$ cat src/rtl/mult_pkg.sv
// Shared types and width helpers for the shift-and-add multiplier.
// Register-control strobes are bundled so each datapath register takes one port.
package mult_pkg;

    typedef enum logic [1:0] {
        IDLE = 2'd0,
        RUN  = 2'd1,
        DONE = 2'd2
    } state_t;

    typedef struct packed {
        logic init0;
        logic init1;
        logic load;
    } reg_ctrl_t;

    localparam int DEF_BIT_WIDTH = 16;

    function automatic int prod_width(input int bw);
        return 2 * bw;
    endfunction

    function automatic int count_width(input int bw);
        return $clog2(bw + 1);
    endfunction

endpackage

$ cat src/rtl/mult_ctrl_fsm.sv
// Controller for the multiplier: IDLE -> RUN (BIT_WIDTH cycles) -> DONE -> IDLE.
// Emits per-register strobes plus ready/done; start is ignored outside IDLE.
module mult_ctrl_fsm
    import mult_pkg::*;
(
    input  logic      clk,
    input  logic      rst_n,
    input  logic      i_start,
    input  logic      i_count_is_one,
    output reg_ctrl_t o_acc_ctrl,
    output reg_ctrl_t o_mcand_ctrl,
    output reg_ctrl_t o_mplier_ctrl,
    output reg_ctrl_t o_count_ctrl,
    output logic      o_ready,
    output logic      o_done
);

    state_t r_state;
    state_t w_next;

    always_ff @(posedge clk or negedge rst_n) begin
        if (!rst_n) begin
            r_state <= IDLE;
        end else begin
            r_state <= w_next;
        end
    end

    always_comb begin
        w_next        = r_state;
        o_acc_ctrl    = '0;
        o_mcand_ctrl  = '0;
        o_mplier_ctrl = '0;
        o_count_ctrl  = '0;
        o_ready       = 1'b0;
        o_done        = 1'b0;
        case (r_state)
            IDLE: begin
                o_ready = 1'b1;
                if (i_start) begin
                    w_next              = RUN;
                    o_acc_ctrl.init0    = 1'b1;
                    o_mcand_ctrl.init1  = 1'b1;
                    o_mplier_ctrl.init1 = 1'b1;
                    o_count_ctrl.init1  = 1'b1;
                end
            end
            RUN: begin
                // Fixed-length run: no early exit when mplier empties.
                o_acc_ctrl.load    = 1'b1;
                o_mcand_ctrl.load  = 1'b1;
                o_mplier_ctrl.load = 1'b1;
                o_count_ctrl.load  = 1'b1;
                if (i_count_is_one) begin
                    w_next = DONE;
                end
            end
            DONE: begin
                o_done = 1'b1;
                w_next = IDLE;
            end
            default: begin
                w_next = IDLE;
            end
        endcase
    end

endmodule

$ cat src/rtl/mult_reg.sv
// Clear/preset/load register; priority init0 > init1 > load > hold.
// One-cycle update, no backpressure.
module mult_reg
    import mult_pkg::*;
#(
    parameter int W = 8
) (
    input  logic         clk,
    input  logic         rst_n,
    input  reg_ctrl_t    i_ctrl,
    input  logic [W-1:0] i_init_value,
    input  logic [W-1:0] i_d,
    output logic [W-1:0] o_q
);

    logic [W-1:0] r_q;

    always_ff @(posedge clk or negedge rst_n) begin
        if (!rst_n) begin
            r_q <= '0;
        end else if (i_ctrl.init0) begin
            r_q <= '0;
        end else if (i_ctrl.init1) begin
            r_q <= i_init_value;
        end else if (i_ctrl.load) begin
            r_q <= i_d;
        end
    end

    assign o_q = r_q;

endmodule

$ cat src/rtl/shift_add_multiplier.sv
// Sequential unsigned shift-and-add multiplier; done pulses BIT_WIDTH+1 cycles after accept.
// product is the accumulator itself, so it reads 0 while a new operation runs.
module shift_add_multiplier
    import mult_pkg::*;
#(
    parameter int BIT_WIDTH = DEF_BIT_WIDTH
) (
    input  logic                   clk,
    input  logic                   rst_n,
    input  logic                   start,
    input  logic [BIT_WIDTH-1:0]   a,
    input  logic [BIT_WIDTH-1:0]   b,
    output logic                   ready,
    output logic                   done,
    output logic [2*BIT_WIDTH-1:0] product
);

    localparam int PW = prod_width(BIT_WIDTH);
    localparam int CW = count_width(BIT_WIDTH);

    reg_ctrl_t w_acc_ctrl, w_mcand_ctrl, w_mplier_ctrl, w_count_ctrl;

    logic [PW-1:0]        w_acc, w_acc_d;
    logic [PW-1:0]        w_mcand, w_mcand_d, w_mcand_init;
    logic [BIT_WIDTH-1:0] w_mplier, w_mplier_d;
    logic [CW-1:0]        w_count, w_count_d;
    logic                 w_count_is_one;

    // Accumulator loads every RUN cycle; the add term is gated by the multiplier LSB.
    assign w_acc_d        = w_acc + (w_mplier[0] ? w_mcand : '0);
    assign w_mcand_d      = w_mcand << 1;
    assign w_mcand_init   = {{BIT_WIDTH{1'b0}}, a};
    assign w_mplier_d     = w_mplier >> 1;
    assign w_count_d      = w_count - CW'(1);
    assign w_count_is_one = (w_count == CW'(1));

    mult_ctrl_fsm u_fsm (
        .clk            (clk),
        .rst_n          (rst_n),
        .i_start        (start),
        .i_count_is_one (w_count_is_one),
        .o_acc_ctrl     (w_acc_ctrl),
        .o_mcand_ctrl   (w_mcand_ctrl),
        .o_mplier_ctrl  (w_mplier_ctrl),
        .o_count_ctrl   (w_count_ctrl),
        .o_ready        (ready),
        .o_done         (done)
    );

    mult_reg #(.W(PW)) u_acc (
        .clk          (clk),
        .rst_n        (rst_n),
        .i_ctrl       (w_acc_ctrl),
        .i_init_value ('0),
        .i_d          (w_acc_d),
        .o_q          (w_acc)
    );

    mult_reg #(.W(PW)) u_mcand (
        .clk          (clk),
        .rst_n        (rst_n),
        .i_ctrl       (w_mcand_ctrl),
        .i_init_value (w_mcand_init),
        .i_d          (w_mcand_d),
        .o_q          (w_mcand)
    );

    mult_reg #(.W(BIT_WIDTH)) u_mplier (
        .clk          (clk),
        .rst_n        (rst_n),
        .i_ctrl       (w_mplier_ctrl),
        .i_init_value (b),
        .i_d          (w_mplier_d),
        .o_q          (w_mplier)
    );

    mult_reg #(.W(CW)) u_count (
        .clk          (clk),
        .rst_n        (rst_n),
        .i_ctrl       (w_count_ctrl),
        .i_init_value (CW'(BIT_WIDTH)),
        .i_d          (w_count_d),
        .o_q          (w_count)
    );

    assign product = w_acc;

endmodule

$ cat config.mk
export PLATFORM = sky130hd
export DESIGN_NAME = shift_add_multiplier
export DESIGN_NICKNAME = d
export VERILOG_FILES = /design/src/rtl/mult_pkg.sv /design/src/rtl/mult_ctrl_fsm.sv /design/src/rtl/mult_reg.sv /design/src/rtl/shift_add_multiplier.sv
export SDC_FILE = /design/constraint.sdc
export NUM_CORES = 1
export LEC_CHECK = 0
export BUFFER_PORTS_ARGS = -buffer_cell sky130_fd_sc_hd__buf_4
export CORE_UTILIZATION = 25
export DETAILED_ROUTE_END_ITERATION = 8
export PLACE_DENSITY = 0.52
export SYNTH_ARGS = -nofsm -noshare
export SYNTH_HDL_FRONTEND = slang
export SYNTH_SLANG_ARGS = --single-unit
$ cat constraint.sdc
create_clock -name clk -period 5.11 [get_ports clk]
set_input_delay 0.2555 -clock clk [delete_from_list [all_inputs] [get_ports clk]]
set_output_delay 0.2555 -clock clk [all_outputs]
set_load 0.05 [all_outputs]
== Word level (Yosys, flattened, before mapping) ==
Cells that the tools add are included.
W data, S select, Z words.

* Register bits after elaboration: 87
* Latch bits: 0
* Memory bits (writable): 0
* Bits in read-only memories: 0
* Memories kept: 0

* $add $sub $neg: 2
* $mul: 0
* Divide/modulo/power cells: 0
* Order comparisons: 0
* Equal/unequal tests: 5
* Shifts and indexed selects: 0
* Multiplexer cells: 17
* Bitwise gates (word level): 0
* Reductions and logical operators: 3

{| class="wikitable"
|+ Operator list
! operator !! count
|-
| $mux W32 || 5
|-
| $add A32 B32 Y32 || 1
|-
| $mux W16 || 2
|-
| $mux W5 || 2
|-
| $eq A5 B1 Y1 const B || 1
|-
| $mux W1 || 5
|-
| $sub A5 B1 Y5 const B || 1
|-
| $mux W2 || 2
|-
| $pmux W2 S2 || 1
|-
| $eq A2 B1 Y1 const B || 1
|-
| $eq A2 B2 Y1 const B || 1
|-
| $logic_not A2 Y1 || 1
|-
| $ne A2 B1 Y1 const B || 1
|-
| $ne A2 B2 Y1 const B || 1
|-
| $reduce_and A2 Y1 || 1
|-
| $reduce_bool A2 Y1 || 1
|}

== Logic depth before layout (Yosys ltp) ==
Gate-level depths: netlist of run 1.

* Depth in word-level cells: 4
* Mapped depth: 12
* Mapped depth without buffers: 12

== Modules after synthesis ==
From an unflattened synthesis of run 1, not the netlist that was laid out.

* Cell total of the unflattened synthesis: 680
* Area, all modules: 6640.1 um^2

{| class="wikitable"
|+ Modules (own cells, without submodules)
! module !! times used !! cells each !! area an instance (um^2) !! seq. area each (um^2)
|-
| mult_reg at u_acc ... || 2 || 142 || 1670.4 || 800.8
|-
| shift_add_multiplier || 1 || 282 || 1971.9 || 0.0
|-
| mult_reg at u_mplier || 1 || 71 || 885.8 || 400.4
|-
| mult_reg at u_count || 1 || 22 || 259.0 || 125.1
|-
| mult_ctrl_fsm || 1 || 21 || 182.7 || 50.0
|}

== Least setup slack after synthesis of run 1 ==
OpenSTA, ideal clock, no wires.

* Kind: register -> register
* Start point: reg u_acc.r_q[0], in the netlist u_acc.o_q[0]
* End point: reg u_acc.r_q[30], in the netlist u_acc.o_q[30]
* Data arrival time: 2.731 ns
* Data required time: 4.990 ns
* Path slack: 2.259 ns
* Stages on the path, launching flop included: 12
* Cells stage by stage: dfrtp_1 > ha_1 > inv_1 > fa_1 > nor2b_4 > o31a_1 > o211ai_2 > a211oi_1 > nor2_4 > a21oi_2 > or4_1 > a31o_1

* Longest elaborated chain between the ends: 3

{| class="wikitable"
|+ RTL lines
! item !! line !! RTL
|-
| from (decl) || mult_reg.sv:16 || <nowiki>logic [W-1:0] r_q;</nowiki>
|-
| from (signal assigned) || mult_reg.sv:24 || <nowiki>r_q <= i_init_value;</nowiki>
|-
| from (signal assigned) || mult_reg.sv:26 || <nowiki>r_q <= i_d;</nowiki>
|-
| $add A32 B32 Y32 || shift_add_multiplier.sv:30 || <nowiki>assign w_acc_d = w_acc + (w_mplier[0] ? w_mcand : '0);</nowiki>
|-
| $mux W32 || mult_reg.sv:25 || <nowiki>end else if (i_ctrl.load) begin</nowiki>
|-
| $mux W32 || mult_reg.sv:21 || <nowiki>end else if (i_ctrl.init0) begin</nowiki>
|}

Every way passes these cells. The select of a mux whose other input is x is not followed.
A chain may end at the register's enable or synchronous reset.

== Worst setup path in the final report of run 1 ==
* Start point: reg u_mplier.r_q[0], in the netlist u_mplier.o_q[0]
* End point: reg u_acc.r_q[20], in the netlist u_acc.o_q[20]

* Longest elaborated chain between the ends: 4

{| class="wikitable"
|+ RTL lines
! item !! line
|-
| from (decl) || mult_reg.sv:16
|-
| from (signal assigned) || mult_reg.sv:24
|-
| from (signal assigned) || mult_reg.sv:26
|-
| $mux W32 || shift_add_multiplier.sv:30
|-
| $add A32 B32 Y32 || shift_add_multiplier.sv:30
|-
| $mux W32 || mult_reg.sv:25
|-
| $mux W32 || mult_reg.sv:21
|}

Every way passes these cells. The select of a mux whose other input is x is not followed.

==> impl_summary.log, run 1 <==
INFO  metric run_status = completed
INFO  metric timing.final.crit_period = 3.505 ns
INFO  metric fp.dieH = 148.0 um
INFO  metric drt-initial-drc-count = 312
INFO  metric min_period_over_period = 0.6858
INFO  metric synth_area_leader_cell = sky130_fd_sc_hd__dfrtp_1
INFO  metric netlist.area_leader.share = 0.4085
INFO  metric grt.overflow.total = 0
INFO  metric dp_worst_setup_slack = 1.604 ns
INFO  metric synthesis.yosys.warnings = 0
INFO  metric via_count_of_the_first_global_routing_pass = 4,331
INFO  metric fill_cells = 2,298
INFO  metric ctsLongestPathBuffers = 2
INFO  metric instances_no_fill = 952
INFO  metric areaGrowthSynthToFinish = 19.81%
INFO  metric final_max_slew_viols = 0
INFO  metric power-per-cell-area = 644.4 mW/mm2
INFO  metric grt_start_max_net_pins = 59
INFO  metric synth.distinct_cells = 51
INFO  metric final.setup.worst_slack = 1.605 ns
INFO  metric finalSetupViolCount = 0
INFO  metric max_slew_margin = 0.3952
INFO  metric tritoncts = yes
INFO  metric number_of_buffers_added_by_the_clock_tree_synthesis_step = 9
INFO  metric dieWidth = 148.0 um
INFO  metric route.vias.total = 4,589
INFO  metric worst-path-max-fanout = 33
INFO  metric critPathMaxStageDelay = 0.94 ns
INFO  metric report.final.hold_viol_count = 0
INFO  metric n_antenna_cell = 0
INFO  metric critPathSlowestCell = sky130_fd_sc_hd__dfrtp_1
INFO  metric detail_route.first_pass.iterations = 6
INFO  metric clock.fmax = 285.3 MHz
INFO  metric fin_worst_skew = 0.01113 ns
INFO  metric max-vdd-ir-drop = 0.1921 mV
INFO  metric hold_path.class = input port to register
INFO  metric total_nets_final = 741
INFO  metric vias_per_cell = 4.820
INFO  metric gp_congestion = 0.8464
INFO  metric dp_cells = 935
INFO  metric synth_cells = 627
INFO  metric totalPowerFinal = 4.115 mW
INFO  metric required_time_of_the_critical_path = 5.40 ns
INFO  metric cts-htree-levels = 3
INFO  metric grt.total_usage = 0.1305
INFO  metric coreArea = 0.02096 mm2
INFO  metric rsz0062_at_grt = no
INFO  metric clk_pin_slew = 0.07 ns
INFO  metric core.rowCount = 53
INFO  metric die_area = 0.02191 mm2
INFO  metric critical_path_class = register to register
INFO  metric io_buffer_count = 68
INFO  metric post_cts_resize_count = 0
INFO  metric cp-end-kind = register
INFO  metric yosysSeqAreaShare = 0.4085
INFO  metric layout-drive-gt1-share = 0.1492
INFO  metric clkLatencyLatePin = 0.36 ns
INFO  metric cp_common_cell = sky130_fd_sc_hd__a21oi_1
INFO  metric syn-cell-area = 0.005330 mm2
INFO  metric drt-wirelength-per-cell = 14.72 um
INFO  metric hpwl = 9902 um
INFO  metric synth_fp_nets = 696
INFO  metric clockRootBuffer = sky130_fd_sc_hd__clkbuf_16
INFO  metric residual_antenna_violating_net_count_after_detailed_routing = 0
INFO  metric p_leak = 2.957 nW
INFO  metric critical_path.startpoint_type = register
INFO  metric clock_sinks = 87
INFO  metric start_util = 0.2544
INFO  metric synth_area_leaders = sky130_fd_sc_hd__dfrtp_1, sky130_fd_sc_hd__nand2_1, sky130_fd_sc_hd__ha_1
INFO  metric totalWireLength = 14,020 um
INFO  metric postSynthRegisterBits = 87
INFO  metric drt_drc_violations_left = 0
INFO  metric worstPathCellList = and2_1 -> ha_1 -> inv_1 -> fa_1 -> nor2b_4 -> o31a_1 -> o211ai_2 -> a21oi_1 -> a21bo_2 -> a21oi_1 -> or4_1 -> nand3_1
INFO  metric antenna_violations_before_repair = 0
INFO  metric wire_length_of_the_first_global_routing_pass = 22,590 um
INFO  metric setup_tns_final = 0 ns
INFO  metric arrival = 3.79 ns
INFO  metric cap_violations = 0
INFO  metric syn_avg_cell_area = 8.501 um2
INFO  metric number_of_top_level_pins = 69
INFO  metric max_slew.worst_pin.slew = 0.9073 ns
==> timing repair <==
| action | in CTS | in global routing |
|---|---|---|
| setup buffers | 0 | 0 |
| hold buffers | 1 | 0 |
| endpoints found under the hold margin | 29 | 0 |
==> layout make-up <==
type	count	area, um2	area share
Tap cell	275	344.1	0.05388
Inverter	11	41.29	0.006466
Clock buffer	9	225.2	0.03527
Timing Repair Buffer	74	558.0	0.08738
Clock inverter	7	63.81	0.009992
Multi-Input combinational cell	489	2977	0.4661
Sequential cell	87	2177	0.3409
==> Yosys cell counts, drive strengths merged <==
master,n
or2,1
ha,33
a22oi,30
o21ai,63
xnor2,14
a31o,4
and3,4
clkbuf,34
a2111oi,1
xor2,11
o211ai,2
a22o,4
dfrtp,87
o31ai,5
or4,3
nand4,12
a32o,1
o21bai,7
nand2,134
a221o,1
o21a,4
or3,3
nor3b,1
o2111ai,1
a41oi,1
a21o,9
a21boi,1
o31a,1
and2,32
nand2b,6
nor2,18
nor4b,1
nor2b,4
buf,6
a211o,1
a21bo,1
nand3,20
a211oi,7
fa,1
o22ai,2
nor3,7
inv,11
a21oi,38
==> worst max-delay path: cells and delay by family, from the launching register on <==
kind            cells  cell delay (ns)
compound gates      5             0.86
fa+ha+maj           2             0.63
buf+inv             1             0.06
flops               1             0.94
simple gates        4             0.93
==> registers in the layout (all words and copies together), names as in the netlist <==
| register | flops |
|---|---|
| u_fsm.r_state | 2 |
| u_mcand.o_q | 32 |
| u_mplier.o_q | 16 |
| u_acc.o_q | 32 |
| u_count.o_q | 5 |
==> layout by cell type (no fill, tap or decap), types with 5 or more instances in the layout <==
cell / instances
sky130_fd_sc_hd__nand4_1: 12
sky130_fd_sc_hd__clkbuf_16: 9
sky130_fd_sc_hd__nor3_1: 7
sky130_fd_sc_hd__o21bai_1: 7
sky130_fd_sc_hd__and2_1: 31
sky130_fd_sc_hd__ha_1: 33
sky130_fd_sc_hd__nor2_1: 16
sky130_fd_sc_hd__o21ai_1: 9
sky130_fd_sc_hd__nand2b_1: 5
sky130_fd_sc_hd__a21o_1: 9
sky130_fd_sc_hd__a21oi_1: 37
sky130_fd_sc_hd__inv_1: 10
sky130_fd_sc_hd__o21ai_0: 54
sky130_fd_sc_hd__xnor2_1: 14
sky130_fd_sc_hd__nand2_1: 134
sky130_fd_sc_hd__a211oi_1: 7
sky130_fd_sc_hd__a22oi_1: 30
sky130_fd_sc_hd__nand3_1: 20
sky130_fd_sc_hd__o31ai_1: 5
sky130_fd_sc_hd__dfrtp_1: 87
sky130_fd_sc_hd__xor2_1: 11
sky130_fd_sc_hd__buf_4: 73
==> power breakdown <==
group          leakage [nW]  total (mW)  internal [mW]  switching [mW]
Sequential             1.11        1.25          0.986           0.269
Combinational          1.71        2.21          0.789            1.42
Clock                 0.142       0.654          0.342           0.313
Total                  2.96        4.12           2.12            2.00
==> worst paths after layout <==
| kind | start | end | slack, ns | cells after the start |
|---|---|---|---|---|
| setup / recovery | u_mplier.o_q[0] | u_acc.o_q[20] | 1.61 | 12 |
| hold / removal | b[5] | u_mplier.o_q[5] | 0.11 | 3 |
| setup reg to reg | u_mplier.o_q[0] | u_acc.o_q[20] | 1.61 | 12 |
| hold reg to reg | u_mplier.o_q[1] | u_mplier.o_q[1] | 0.48 | 2 |
| max in group asynchronous | rst_n | u_acc.o_q[6] | 3.65 | 3 |
| min in group asynchronous | rst_n | u_acc.o_q[27] | 0.36 | 2 |
==> metal layers <==
metal / wire (um) / track usage / part of all wire / up-vias
li1: - / - / - / 2315
met1: 7047 / 0.1809 / 0.50 / 2187
met2: 6303 / 0.2035 / 0.45 / 74
met3: 494 / 0.02531 / 0.035 / 13
met4: 170 / 0.04072 / 0.012 / 0
met5: 0 / 0 / 0 / -
==> stage by stage <==
step | area, um2 | hold slack (ns) | utilization
detailed placement | 6087 | 0.2184 | 0.2905
global placement | 6087 | 0.2220 | 0.2905
global route | 6386 | 0.1066 | 0.3048
CTS | 6386 | 0.09678 | 0.3048
floorplan | 5330 | -0.04009 | -
finish | 6386 | 0.1122 | 0.3048
==> logic make-up (layout without fill, tap and decap cells) <==
logic type,Yosys count,after routing,synth area share
simple gates,246,246,0.2153
compound gates,184,184,0.2174
flops,87,87,0.4085
buf+inv,51,101,0.03662
fa+ha+maj,34,34,0.08122
xor+xnor,25,25,0.04108
Power figures use the tool's default switching activity.
==> run 2, diff against run 1 <==
Settings changed: ABC_AREA set to 1, PLACE_DENSITY 0.52 to 0.53.
Clock period 5.11 ns to 3 ns, I/O delays scaled along.
==> impl_summary.log, run 2 <==
INFO  metric met2_length = 7434 um
INFO  metric coreArea = 0.02375 mm2
INFO  metric core.rowCount = 56
INFO  metric clock.fmax = 420.6 MHz
INFO  metric timing.final.crit_period = 2.377 ns
INFO  metric clock_sinks = 87
INFO  metric required_time_of_the_critical_path = 3.24 ns
INFO  metric grt_start_max_net_pins = 48
INFO  metric p_leak = 4.200 nW
INFO  metric totalPowerFinal = 7.787 mW
INFO  metric drt-wirelength-per-cell = 12.93 um
INFO  metric worst_hold_slack = 0.01829 ns
INFO  metric route.layer.met1.wl = 8536 um
INFO  metric fin_worst_skew = 0.006367 ns
INFO  metric detail_route.first_pass.iterations = 5
INFO  metric cts-htree-levels = 3
INFO  metric most-common-layout-cells = sky130_fd_sc_hd__nand2_1, sky130_fd_sc_hd__inv_1, sky130_fd_sc_hd__dfrtp_1
INFO  metric finalSetupViolCount = 0
INFO  metric synth-edff-count = 0
INFO  metric die_area = 0.02509 mm2
INFO  metric arrival = 2.62 ns
INFO  metric max-vdd-ir-drop = 0.4030 mV
INFO  metric syn_avg_cell_area = 6.589 um2
INFO  metric gp_congestion = 0.8528
INFO  metric number_of_top_level_pins = 69
INFO  metric via_count_of_the_first_global_routing_pass = 5,592
INFO  metric synth.distinct_cells = 37
INFO  metric rsz0062_at_grt = no
INFO  metric post_synth_most_frequent_cells = sky130_fd_sc_hd__nand2_1, sky130_fd_sc_hd__inv_1, sky130_fd_sc_hd__dfrtp_1
INFO  metric cap_violations = 0
INFO  metric yosysMostFrequentCell = sky130_fd_sc_hd__nand2_1
INFO  metric clk_pin_slew = 0.07 ns
INFO  metric post_cts_resize_count = 0
INFO  metric synth_area_leader_cell = sky130_fd_sc_hd__dfrtp_1
INFO  metric yosysSeqAreaShare = 0.3560
INFO  metric run_status = completed
INFO  metric fin_util = 0.3062
INFO  metric syn-cell-area = 0.006115 mm2
INFO  metric hpwl = 13,260 um
INFO  metric start_util = 0.2574
INFO  metric n_antenna_cell = 0
INFO  metric layout.cells.most_common = sky130_fd_sc_hd__nand2_1
INFO  metric clkLatencyLatePin = 0.35 ns
INFO  metric dieWidth = 158.4 um
INFO  metric worst-path-max-fanout = 9
INFO  metric cp-end-kind = register
INFO  metric netlist.area_leader.share = 0.3560
INFO  metric drt_drc_violations_left = 0
INFO  metric postSynthRegisterBits = 87
INFO  metric fp.dieH = 158.4 um
INFO  metric layout-drive-gt1-share = 0.1284
INFO  metric number_of_buffers_added_by_the_clock_tree_synthesis_step = 9
INFO  metric synth_fp_nets = 997
INFO  metric dp_worst_setup_slack = 0.6203 ns
INFO  metric grt.total_usage = 0.1444
INFO  metric report.final.hold_viol_count = 0
INFO  metric drt-initial-drc-count = 343
INFO  metric vias_per_cell = 4.306
INFO  metric async_reset_ff_frac = 1.000
INFO  metric final.setup.worst_slack = 0.6226 ns
INFO  metric max_slew_margin = 0.5932
INFO  metric ctsLongestPathBuffers = 2
INFO  metric clockRootBuffer = sky130_fd_sc_hd__clkbuf_16
INFO  metric total_nets_final = 1,061
INFO  metric residual_antenna_violating_net_count_after_detailed_routing = 0
INFO  metric areaGrowthSynthToFinish = 18.93%
INFO  metric hold_path.class = input port to register
INFO  metric tritoncts = yes
INFO  metric synth_flop_cell = sky130_fd_sc_hd__dfrtp_1
INFO  metric setup_tns_final = 0 ns
INFO  metric min_period_over_period = 0.7925
INFO  metric totalWireLength = 17,020 um
INFO  metric met3_length = 758 um
INFO  metric top_layer_used = met4
INFO  metric synth_cells = 928
INFO  metric power-per-cell-area = 1071 mW/mm2
INFO  metric synthesis.yosys.warnings = 0
INFO  metric antenna_violations_before_repair = 0
INFO  metric wire_length_of_the_first_global_routing_pass = 28,150 um
INFO  metric route.vias.total = 5,667
INFO  metric grt.overflow.total = 0
INFO  metric critical_path.startpoint_type = register
INFO  metric io_buffer_count = 68
INFO  metric synth_area_leaders = sky130_fd_sc_hd__dfrtp_1, sky130_fd_sc_hd__nand2_1, sky130_fd_sc_hd__inv_1
INFO  metric final_max_slew_viols = 0
INFO  metric critical_path_class = register to register
INFO  metric max_slew.worst_pin.slew = 0.6093 ns
run 2: changes by cell type in the layout (fill, tap and decap cells not counted), moves of 15 or more:
cell / change
sky130_fd_sc_hd__nand2_1: +237
sky130_fd_sc_hd__inv_1: +169
sky130_fd_sc_hd__o21ai_0: -41
sky130_fd_sc_hd__and2_1: -31
sky130_fd_sc_hd__a22oi_1: -29
sky130_fd_sc_hd__nand3_1: +29
sky130_fd_sc_hd__nor2_1: +26
sky130_fd_sc_hd__o221ai_1: +15
sky130_fd_sc_hd__o22ai_1: +15
run 2: cell families after synthesis:
logic type / share of synthesized area
AO/OA/AOI/OAI: 0.09740
XOR/XNOR: 0.002865
adder cells (fa/ha/maj): 0.07080
buffers and inverters: 0.1359
flip-flops: 0.3560
multiplexers: 0.001841
AND/OR/NAND/NOR: 0.3352
run 2: final timing paths:
check | from | end | slack (ns) | cells after the start
max | u_mplier.o_q[0] | u_acc.o_q[24] | 0.62 | 15
min | a[3] | u_mcand.o_q[3] | 0.02 | 3
max reg2reg | u_mplier.o_q[0] | u_acc.o_q[24] | 0.62 | 15
min reg2reg | u_mplier.o_q[9] | u_mplier.o_q[9] | 0.48 | 2
max in group asynchronous | rst_n | u_mcand.o_q[28] | 1.94 | 3
min in group asynchronous | rst_n | u_acc.o_q[1] | 0.32 | 2
run 2: repair_timing:
item                                    in CTS  in global routing
setup buffers                                0                  0
endpoints found under the hold margin       37                  0
hold buffers                                 1                  0
endpoints found under the setup margin       0                  0
run 2: layout make-up:
| cell class | count | area, um2 |
|---|---|---|
| Clock inverter | 5 | 63.81 |
| Tap cell | 319 | 399.1 |
| Inverter | 189 | 709.4 |
| Multi-Input combinational cell | 629 | 3107 |
| Fill cell | 2598 | 16480 |
| Clock buffer | 11 | 242.7 |
| Sequential cell | 87 | 2177 |
| Timing Repair Buffer | 76 | 573.1 |
run 2: per-layer routing:
| layer | GRT usage | vias up |
|---|---|---|
| met5 | 0 | - |
| met4 | 0.04258 | 0 |
| met3 | 0.02422 | 19 |
| met2 | 0.2247 | 103 |
| met1 | 0.2034 | 2555 |
| li1 | - | 2990 |
run 2: power by group:
part,internal (mW),switching (mW)
combinational,1.43,3.05
sequential,1.71,0.408
clock,0.677,0.510
run 2: stage by stage:
stage | std cells | area [um2]
after floorplan | 928 | 6115
after detailed placement | 1299 | 6955
after global routing | 1316 | 7272
after global placement | 1299 | 6955
after CTS | 1316 | 7272
final | 1316 | 7272
run 2: critical path, cell delays in order, from the launching register on:
cell and delay, ns:
sky130_fd_sc_hd__dfrtp_1 0.47, sky130_fd_sc_hd__nand2_1 0.08, sky130_fd_sc_hd__inv_1 0.05, sky130_fd_sc_hd__ha_1 0.19, sky130_fd_sc_hd__inv_1 0.07, sky130_fd_sc_hd__fa_1 0.39
sky130_fd_sc_hd__inv_1 0.16, sky130_fd_sc_hd__nand3_1 0.10, sky130_fd_sc_hd__nand3_1 0.15, sky130_fd_sc_hd__nand2_1 0.07, sky130_fd_sc_hd__nand2_1 0.14, sky130_fd_sc_hd__nand2_1 0.11
sky130_fd_sc_hd__nand3_1 0.09, sky130_fd_sc_hd__nand2_1 0.05, sky130_fd_sc_hd__nand3_1 0.10, sky130_fd_sc_hd__nand2_1 0.06
==> run 3, diff against run 2 <==
Settings changed: PLACE_DENSITY 0.53 to 0.52.
Clock period 3 ns to 2.2 ns, I/O delays scaled along.
==> impl_summary.log, run 3 (synthesized netlist as in run 2, its figures left out) <==
INFO  metric grt.total_usage = 0.1435
INFO  metric fin_util = 0.3396
INFO  metric dieWidth = 158.4 um
INFO  metric max_slew_margin = 0.5848
INFO  metric io_buffer_count = 68
INFO  metric hold_path.class = input port to register
INFO  metric drt_drc_violations_left = 0
INFO  metric grt_start_max_net_pins = 61
INFO  metric totalWireLength = 17,730 um
INFO  metric worst-path-max-fanout = 4
INFO  metric final_max_slew_viols = 0
INFO  metric die_area = 0.02509 mm2
INFO  metric residual_antenna_violating_net_count_after_detailed_routing = 0
INFO  metric hpwl = 12,990 um
INFO  metric totalPowerFinal = 11.60 mW
INFO  metric drt-initial-drc-count = 261
INFO  metric total_nets_final = 1,093
INFO  metric number_of_buffers_added_by_the_clock_tree_synthesis_step = 9
INFO  metric tritoncts = yes
INFO  metric n_antenna_cell = 0
INFO  metric finalSetupViolCount = 0
INFO  metric cp-end-kind = register
INFO  metric detail_route.first_pass.iterations = 5
INFO  metric coreArea = 0.02375 mm2
INFO  metric max_slew.worst_pin.slew = 0.6219 ns
INFO  metric p_leak = 4.329 nW
INFO  metric dp_cells = 1,303
INFO  metric critical_path_class = register to register
INFO  metric clock_sinks = 87
INFO  metric via_count_of_the_first_global_routing_pass = 5,637
INFO  metric fp.dieH = 158.4 um
INFO  metric setup_tns_final = 0 ns
INFO  metric wire_length_of_the_first_global_routing_pass = 28,210 um
INFO  metric instances_no_fill = 1,348
INFO  metric max-vdd-ir-drop = 0.5085 mV
INFO  metric grt.overflow.total = 0
INFO  metric drt-wirelength-per-cell = 13.16 um
INFO  metric final-seq-area = 0.002178 mm2
INFO  metric critical_path.startpoint_type = register
INFO  metric gp_congestion = 0.8463
INFO  metric dp_worst_setup_slack = 0.003243 ns
INFO  metric timing.final.crit_period = 2.110 ns
INFO  metric fill_cells = 2,598
INFO  metric clkLatencyLatePin = 0.35 ns
INFO  metric vias_per_cell = 4.353
INFO  metric clockRootBuffer = sky130_fd_sc_hd__clkbuf_16
INFO  metric report.final.hold_viol_count = 0
INFO  metric worstPathCellList = nand2_1 -> inv_1 -> ha_1 -> inv_1 -> fa_2 -> inv_2 -> buf_4 -> nand2_1 -> nand3_2 -> nand2_1 -> nand2_2 -> nand2_1 -> nand2_1 -> nand2_1 -> nand3_1 -> nand2_1
INFO  metric final.setup.worst_slack = 0.09014 ns
INFO  metric arrival = 2.36 ns
INFO  metric layout-drive-gt1-share = 0.2060
INFO  metric core.rowCount = 56
INFO  metric cp_common_cell = sky130_fd_sc_hd__nand2_1
INFO  metric areaGrowthSynthToFinish = 31.92%
INFO  metric run_status = completed
INFO  metric antenna_violations_before_repair = 0
INFO  metric multiInputGateArea = 0.003558 mm2
INFO  metric rsz0062_at_grt = yes
INFO  metric route.vias.total = 5,868
INFO  metric start_util = 0.2574
INFO  metric required_time_of_the_critical_path = 2.45 ns
INFO  metric number_of_top_level_pins = 69
INFO  metric most-common-layout-cells = sky130_fd_sc_hd__nand2_1, sky130_fd_sc_hd__inv_1, sky130_fd_sc_hd__dfrtp_1
INFO  metric clk_pin_slew = 0.07 ns
INFO  metric power-per-cell-area = 1438 mW/mm2
INFO  metric clock.fmax = 474.0 MHz
INFO  metric critPathMaxStageDelay = 0.46 ns
INFO  metric postCtsSetupBuffers = 0
INFO  metric min_period_over_period = 0.9590
INFO  metric cap_violations = 0
INFO  metric layout.cells.most_common = sky130_fd_sc_hd__nand2_1
INFO  metric cts-htree-levels = 3
INFO  metric critPathSlowestCell = sky130_fd_sc_hd__dfrtp_2
INFO  metric fin_worst_skew = 0.008989 ns
INFO  metric ctsLongestPathBuffers = 2
## run 3: cell types whose count changed in the layout (fill, tap and decap cells not counted), moves of 12 or more
cell                            previous run  this run
sky130_fd_sc_hd__dlygate4sd3_1             1        28
sky130_fd_sc_hd__ha_1                     33         6
sky130_fd_sc_hd__nand2_2                  11        33
sky130_fd_sc_hd__ha_4                      0        23
sky130_fd_sc_hd__nand2_1                 371       348
sky130_fd_sc_hd__nor2_1                   42        30
## run 3: stage by stage
step | area, um2 | hold slack, ns
4_1_cts | 7601 | 0.005489
2_1_floorplan | 6116 | -0.1856
5_1_grt | 8066 | 0.009109
6_report | 8066 | 0.004492
3_5_place_dp | 7010 | 0.08852
3_3_place_gp | 7010 | 0.08362
## run 3: final cells by class
type | instances | share of cell area
clock inverters | 7 | 0.008996
well taps | 319 | 0.04948
clock buffers | 9 | 0.02792
flip-flops and latches | 87 | 0.2700
inverters | 189 | 0.08795
multi-input cells | 629 | 0.4411
repair buffers | 108 | 0.1145
## run 3: where the power goes
part,total (mW),internal (mW),switching [mW]
Combinational,7.01,2.55,4.45
Clock,1.59,0.883,0.704
Sequential,3.00,2.33,0.669
## run 3: final timing paths
path,endpoint,slack [ns],cells after the start,start
worst max-delay path,u_acc.o_q[22],0.09,16,u_mplier.o_q[0]
worst min-delay path,u_mcand.o_q[7],0.004,3,a[7]
worst max register to register,u_acc.o_q[22],0.09,16,u_mplier.o_q[0]
worst min register to register,u_mplier.o_q[12],0.48,2,u_mplier.o_q[12]
max in group asynchronous,u_acc.o_q[18],1.29,3,rst_n
min in group asynchronous,u_mcand.o_q[5],0.24,2,rst_n
## run 3: what timing repair did
item	CTS	global route
setup endpoints to repair	1	22
resized for setup	1	96
pin swaps	0	9
cloned	0	1
endpoints found under the hold margin	54	0
hold buffers	28	0
## run 3: routing by layer
metal | vias to the layer above | track usage | routed length (um)
met4 | 0 | 0.03251 | 175
met2 | 82 | 0.2318 | 8180
li1 | 3059 | - | -
met5 | - | 0 | 0
met1 | 2716 | 0.1980 | 8741
met3 | 11 | 0.02559 | 636
## run 3: critical path, delay by kind of cell (launching register included)
family	cells	cell delay, ns
adder cells (fa/ha/maj)	2	0.53
buffers and inverters	4	0.31
flip-flops	1	0.46
AND/OR/NAND/NOR	10	0.71
